[src/rtl/rr_index_encoder.sv]
// Round-robin request-to-index encoder: picks one requester starting from a
// rotating pointer and holds the resulting index/one-hot under valid/ready.
//
// state | meaning
// IDLE  | no grant outstanding; arbitrate when en_i=1 and req_i!=0
// GRANT | grant held stable until grant_ready_i accepts it
module rr_index_encoder #(
  parameter int N    = 32,
  parameter int IDXW = 5
) (
  input  logic            clk_i,
  input  logic            rst_ni,
  input  logic            en_i,
  input  logic [N-1:0]    req_i,
  input  logic            grant_ready_i,
  output logic            grant_valid_o,
  output logic [IDXW-1:0] grant_idx_o,
  output logic [N-1:0]    grant_onehot_o,
  output logic            busy_o
);

  typedef enum logic {IDLE = 1'b0, GRANT = 1'b1} state_e;

  localparam logic [N-1:0]    ONE_N   = {{(N-1){1'b0}}, 1'b1};
  localparam logic [IDXW-1:0] ONE_IDX = {{(IDXW-1){1'b0}}, 1'b1};

  state_e          state_q, state_d;
  logic [IDXW-1:0] ptr_q, ptr_d;
  logic [IDXW-1:0] idx_q, idx_d;
  logic [N-1:0]    onehot_q, onehot_d;

  logic            sel_found;
  logic [IDXW-1:0] sel_idx;

  // Scan offsets 0..N-1 from ptr; the IDXW-bit add gives the modulo-N wrap.
  always_comb begin
    logic [IDXW-1:0] cand;
    sel_found = 1'b0;
    sel_idx   = '0;
    cand      = '0;
    for (int k = 0; k < N; k++) begin
      cand = ptr_q + k[IDXW-1:0];
      if (!sel_found && req_i[cand]) begin
        sel_found = 1'b1;
        sel_idx   = cand;
      end
    end
  end

  always_comb begin
    state_d  = state_q;
    ptr_d    = ptr_q;
    idx_d    = idx_q;
    onehot_d = onehot_q;
    case (state_q)
      IDLE: begin
        if (en_i && sel_found) begin
          state_d  = GRANT;
          idx_d    = sel_idx;
          onehot_d = ONE_N << sel_idx;
        end
      end
      GRANT: begin
        if (grant_ready_i) begin
          state_d  = IDLE;
          ptr_d    = idx_q + ONE_IDX;
          idx_d    = '0;
          onehot_d = '0;
        end
      end
      default: begin
        state_d  = IDLE;
        idx_d    = '0;
        onehot_d = '0;
      end
    endcase
  end

  always_ff @(posedge clk_i or negedge rst_ni) begin
    if (!rst_ni) begin
      state_q  <= IDLE;
      ptr_q    <= '0;
      idx_q    <= '0;
      onehot_q <= '0;
    end else begin
      state_q  <= state_d;
      ptr_q    <= ptr_d;
      idx_q    <= idx_d;
      onehot_q <= onehot_d;
    end
  end

  assign grant_valid_o  = (state_q == GRANT);
  assign busy_o         = (state_q == GRANT);
  assign grant_idx_o    = idx_q;
  assign grant_onehot_o = onehot_q;

  a_onehot_matches_idx: assert property (@(posedge clk_i) disable iff (!rst_ni)
    grant_onehot_o == (grant_valid_o ? (ONE_N << grant_idx_o) : '0));
  a_busy_is_valid: assert property (@(posedge clk_i) disable iff (!rst_ni)
    busy_o == grant_valid_o);

endmodule

[config.mk]
export PLATFORM = sky130hd
export DESIGN_NAME = rr_index_encoder
export DESIGN_NICKNAME = d
export VERILOG_FILES = /design/src/rtl/rr_index_encoder.sv
export SDC_FILE = /design/constraint.sdc
export NUM_CORES = 1
export LEC_CHECK = 0
export CAP_MARGIN = 20
export CORE_MARGIN = 1
export CORE_UTILIZATION = 50
export CTS_CLUSTER_DIAMETER = 60
export DETAILED_ROUTE_END_ITERATION = 10
export GPL_TIMING_DRIVEN = 0
export MAX_ROUTING_LAYER = met4
export PLACE_DENSITY_LB_ADDON = 0.08
export SYNTH_ARGS = -nofsm -noshare
export SYNTH_HDL_FRONTEND = slang
export SYNTH_SLANG_ARGS = --single-unit
export TNS_END_PERCENT = 5
[constraint.sdc]
create_clock -name clk_i -period 12.85 [get_ports clk_i]
set_input_delay 2.57 -clock clk_i [delete_from_list [all_inputs] [get_ports clk_i]]
set_output_delay 2.57 -clock clk_i [all_outputs]
set_load 0.1 [all_outputs]
==> impl_metrics.json <==
{
  "drc": 0,
  "hold_viol": 0,
  "vias_per_cell": 7.540,
  "io_buffers": 74,
  "fillers": 1546,
  "cts_buffers": 5,
  "r2r_start": "ptr_q[2]$_DFFE_PN0P_",
  "pin_count": 75,
  "synth.most_common_cell": "mux2i_1",
  "fin_crit_ps": 8702,
  "dp_cells": 1299,
  "drive_gt1_frac": 0.2133,
  "synth.top_cell.area_share": 0.1843,
  "start_util": 0.5173,
  "synth-warning-count": 0,
  "core-area_um2": 17480,
  "tightest_slew_ps": 1140,
  "grt_max_degree": 40,
  "grt_setup_unrepaired": "false",
  "timing.rr.end": "grant_onehot_o[22]$_DFFE_PN0P_",
  "ctsLongestPathBuffers": 2,
  "synth_top_area_cell": "mux4_2",
  "fin_crit_sh": 0.6772,
  "syn-cell-area_um2": 9041,
  "path_class": "flip-flop to flip-flop",
  "drv_slew": 0,
  "avgSynthCellArea_um2": 9.096,
  "critPathRequiredTime_ps": 13050,
  "layout_setup_ws_ps": 4148,
  "skew_ps": 4.468,
  "reg2reg_slack_ps": 4150,
  "die_w_um": 136.5,
  "path_clk_slew_ps": 60,
  "startpoint": "ptr_q[2]$_DFFE_PN0P_",
  "critPathLaunchType": "flip-flop",
  "post_cts_resized": 0,
  "h-tree-depth": 2,
  "routed_wl_um": 39180,
  "post_cts_buffers": 0,
  "clk_latency_ps": 280,
  "grt_pass1_wl_um": 58140,
  "fmax_mhz": 114.9,
  "crit_arrival_ps": 8910,
  "hold_class": "flip-flop to flip-flop",
  "setup_violations": 0,
  "holdPathEnd": "grant_onehot_o[2]$_DFFE_PN0P_",
  "overflow": 0,
  "ys_top_cells_by_area": "mux4_2, dfrtp_1, mux2i_1",
  "multi_input_area_um2": 7553,
  "fp-row-count": 48,
  "fin_util": 0.5899,
  "whs_path_depth": 2,
  "critical_path.max_fanout": 15,
  "r2r_cells": 20,
  "antenna_found_initial": 2,
  "dr.pass1.iters": 6,
  "max_cap_viol_count": 0,
  "crit_path_end_kind": "flip-flop",
  "yosysSeqAreaShare": 0.1190,
  "layout.cells.non_filler": 1310,
  "final_nets": 1131,
  "synth_commonest_cells": "mux2i_1, nand2_1, mux4_2",
  "max-slew-margin-rel": 0.2348,
  "synth_cell_types": 94,
  "wl_per_cell_um": 29.91,
  "gr-usage-all-layers": 0.4414,
  "gp_routability_congestion": 1.074,
  "dr.first_iter.drc_count": 1578,
  "synthArstFlopShare": 1.000,
  "first_global_vias": 9108,
  "hold_start": "grant_onehot_o[2]$_DFFE_PN0P_",
  "fin_tns_setup_ps": 0,
  "die-area_um2": 18620,
  "ant_nets": 0,
  "via_count": 9877,
  "synth_flop_cell": "dfrtp_1",
  "register_area_um2": 1076,
  "synth-seq-cells": 43,
  "cts_root_buf": "clkbuf_16",
  "synth_cells": 994,
  "syn_nets": 1043,
  "post-place-ws_ps": 4434,
  "cts_tree": "yes",
  "status": "completed",
  "postCtsHoldBufs": 0,
  "synth_edf_count": 0,
  "area_growth_pct": 14.03,
  "hpwl_um": 31000,
  "clock_sink_count": 43,
  "die_h_um": 136.5
}
-- stage by stage --
stage	cell area [um2]	hold slack, ps
2_1_floorplan	9041	959.7
3_3_place_gp	10060	474.1
3_5_place_dp	10120	473.7
4_1_cts	10300	488.8
5_1_grt	10310	509.7
6_report	10310	482.5
-- cell usage in the layout (no fill, tap or decap), types with 7 or more instances in the layout --
| master | instances |
|---|---|
| mux2i_1 | 82 |
| nand2_1 | 80 |
| mux4_2 | 74 |
| clkdlybuf4s50_1 | 73 |
| nor2_1 | 70 |
| mux2_2 | 70 |
| a21oi_1 | 43 |
| dfrtp_1 | 43 |
| o21ai_0 | 39 |
| nand3_1 | 37 |
| buf_2 | 35 |
| nor3_1 | 32 |
| xnor2_1 | 26 |
| a22o_1 | 24 |
| clkbuf_1 | 22 |
| inv_1 | 19 |
| a211oi_1 | 19 |
| nand4_1 | 19 |
| o21ai_1 | 15 |
| o211ai_1 | 14 |
| ha_1 | 13 |
| a22oi_1 | 10 |
| o22ai_1 | 10 |
| nor4_1 | 10 |
| nand2b_1 | 9 |
| or3_1 | 7 |
| nand3b_1 | 7 |
-- area by class of cell --
type                       count  area share
antenna                        2   0.0004854
buffer                        65     0.03301
clock buffer                   6     0.01347
clock inverter                 2    0.003762
inverter                      21    0.007646
multi-input combinational    865      0.7326
sequential                    43      0.1044
tap                          225     0.02731
timing repair buffer          81     0.07731
-- logic make-up (layout without fill, tap and decap cells) --
group,count (synthesis),after routing,share of synthesized area
XOR/XNOR,34,34,0.03377
buffers and inverters,86,175,0.04636
flip-flops,43,43,0.1190
multiplexers,236,236,0.3847
other,0,2,0
AO/OA/AOI/OAI,265,265,0.2137
AND/OR/NAND/NOR,317,317,0.1845
adder cells (fa/ha/maj),13,13,0.01799
-- layer usage --
metal  global-route usage  vias to the layer above  wire (um)
met5                    -                        -          0
met4               0.2000                        0       2134
met3               0.1048                      149       4924
met2               0.6286                      774      16800
met1               0.5896                     4770      15320
li1                     -                     4184          -
-- registers in the layout (all words and copies together) (netlist names) --
name,count
ptr_q,5
busy_o,1
grant_onehot_o,32
grant_idx_o,5
-- critical path, cell delays in order (launching register included) --
cell and delay, ps:
dfrtp_1 500, buf_2 280, buf_2 280, inv_1 170, clkbuf_1 470, clkbuf_1 850, ha_1 440, xor2_2 800
mux4_1 790, mux2i_1 460, mux2i_1 340, nor4_4 450, and4_1 380, buf_2 250, nand2_1 130, o31a_1 310
o221ai_2 160, a2111oi_2 80, a2111oi_2 800, o211ai_1 390, o21ai_1 230
-- how the worst max path moves through the flow --
stage | end | depth (start not counted)
floorplan | grant_onehot_o[11]$_DFFE_PN0P_ | 14
global placement | grant_onehot_o[22]$_DFFE_PN0P_ | 19
detailed placement | grant_onehot_o[22]$_DFFE_PN0P_ | 20
CTS | grant_onehot_o[22]$_DFFE_PN0P_ | 20
global route | grant_onehot_o[22]$_DFFE_PN0P_ | 19
finish | grant_onehot_o[22]$_DFFE_PN0P_ | 20
Power is not shown: default switching activity piles up to over one toggle a cycle in this logic, so the estimate is an artifact.
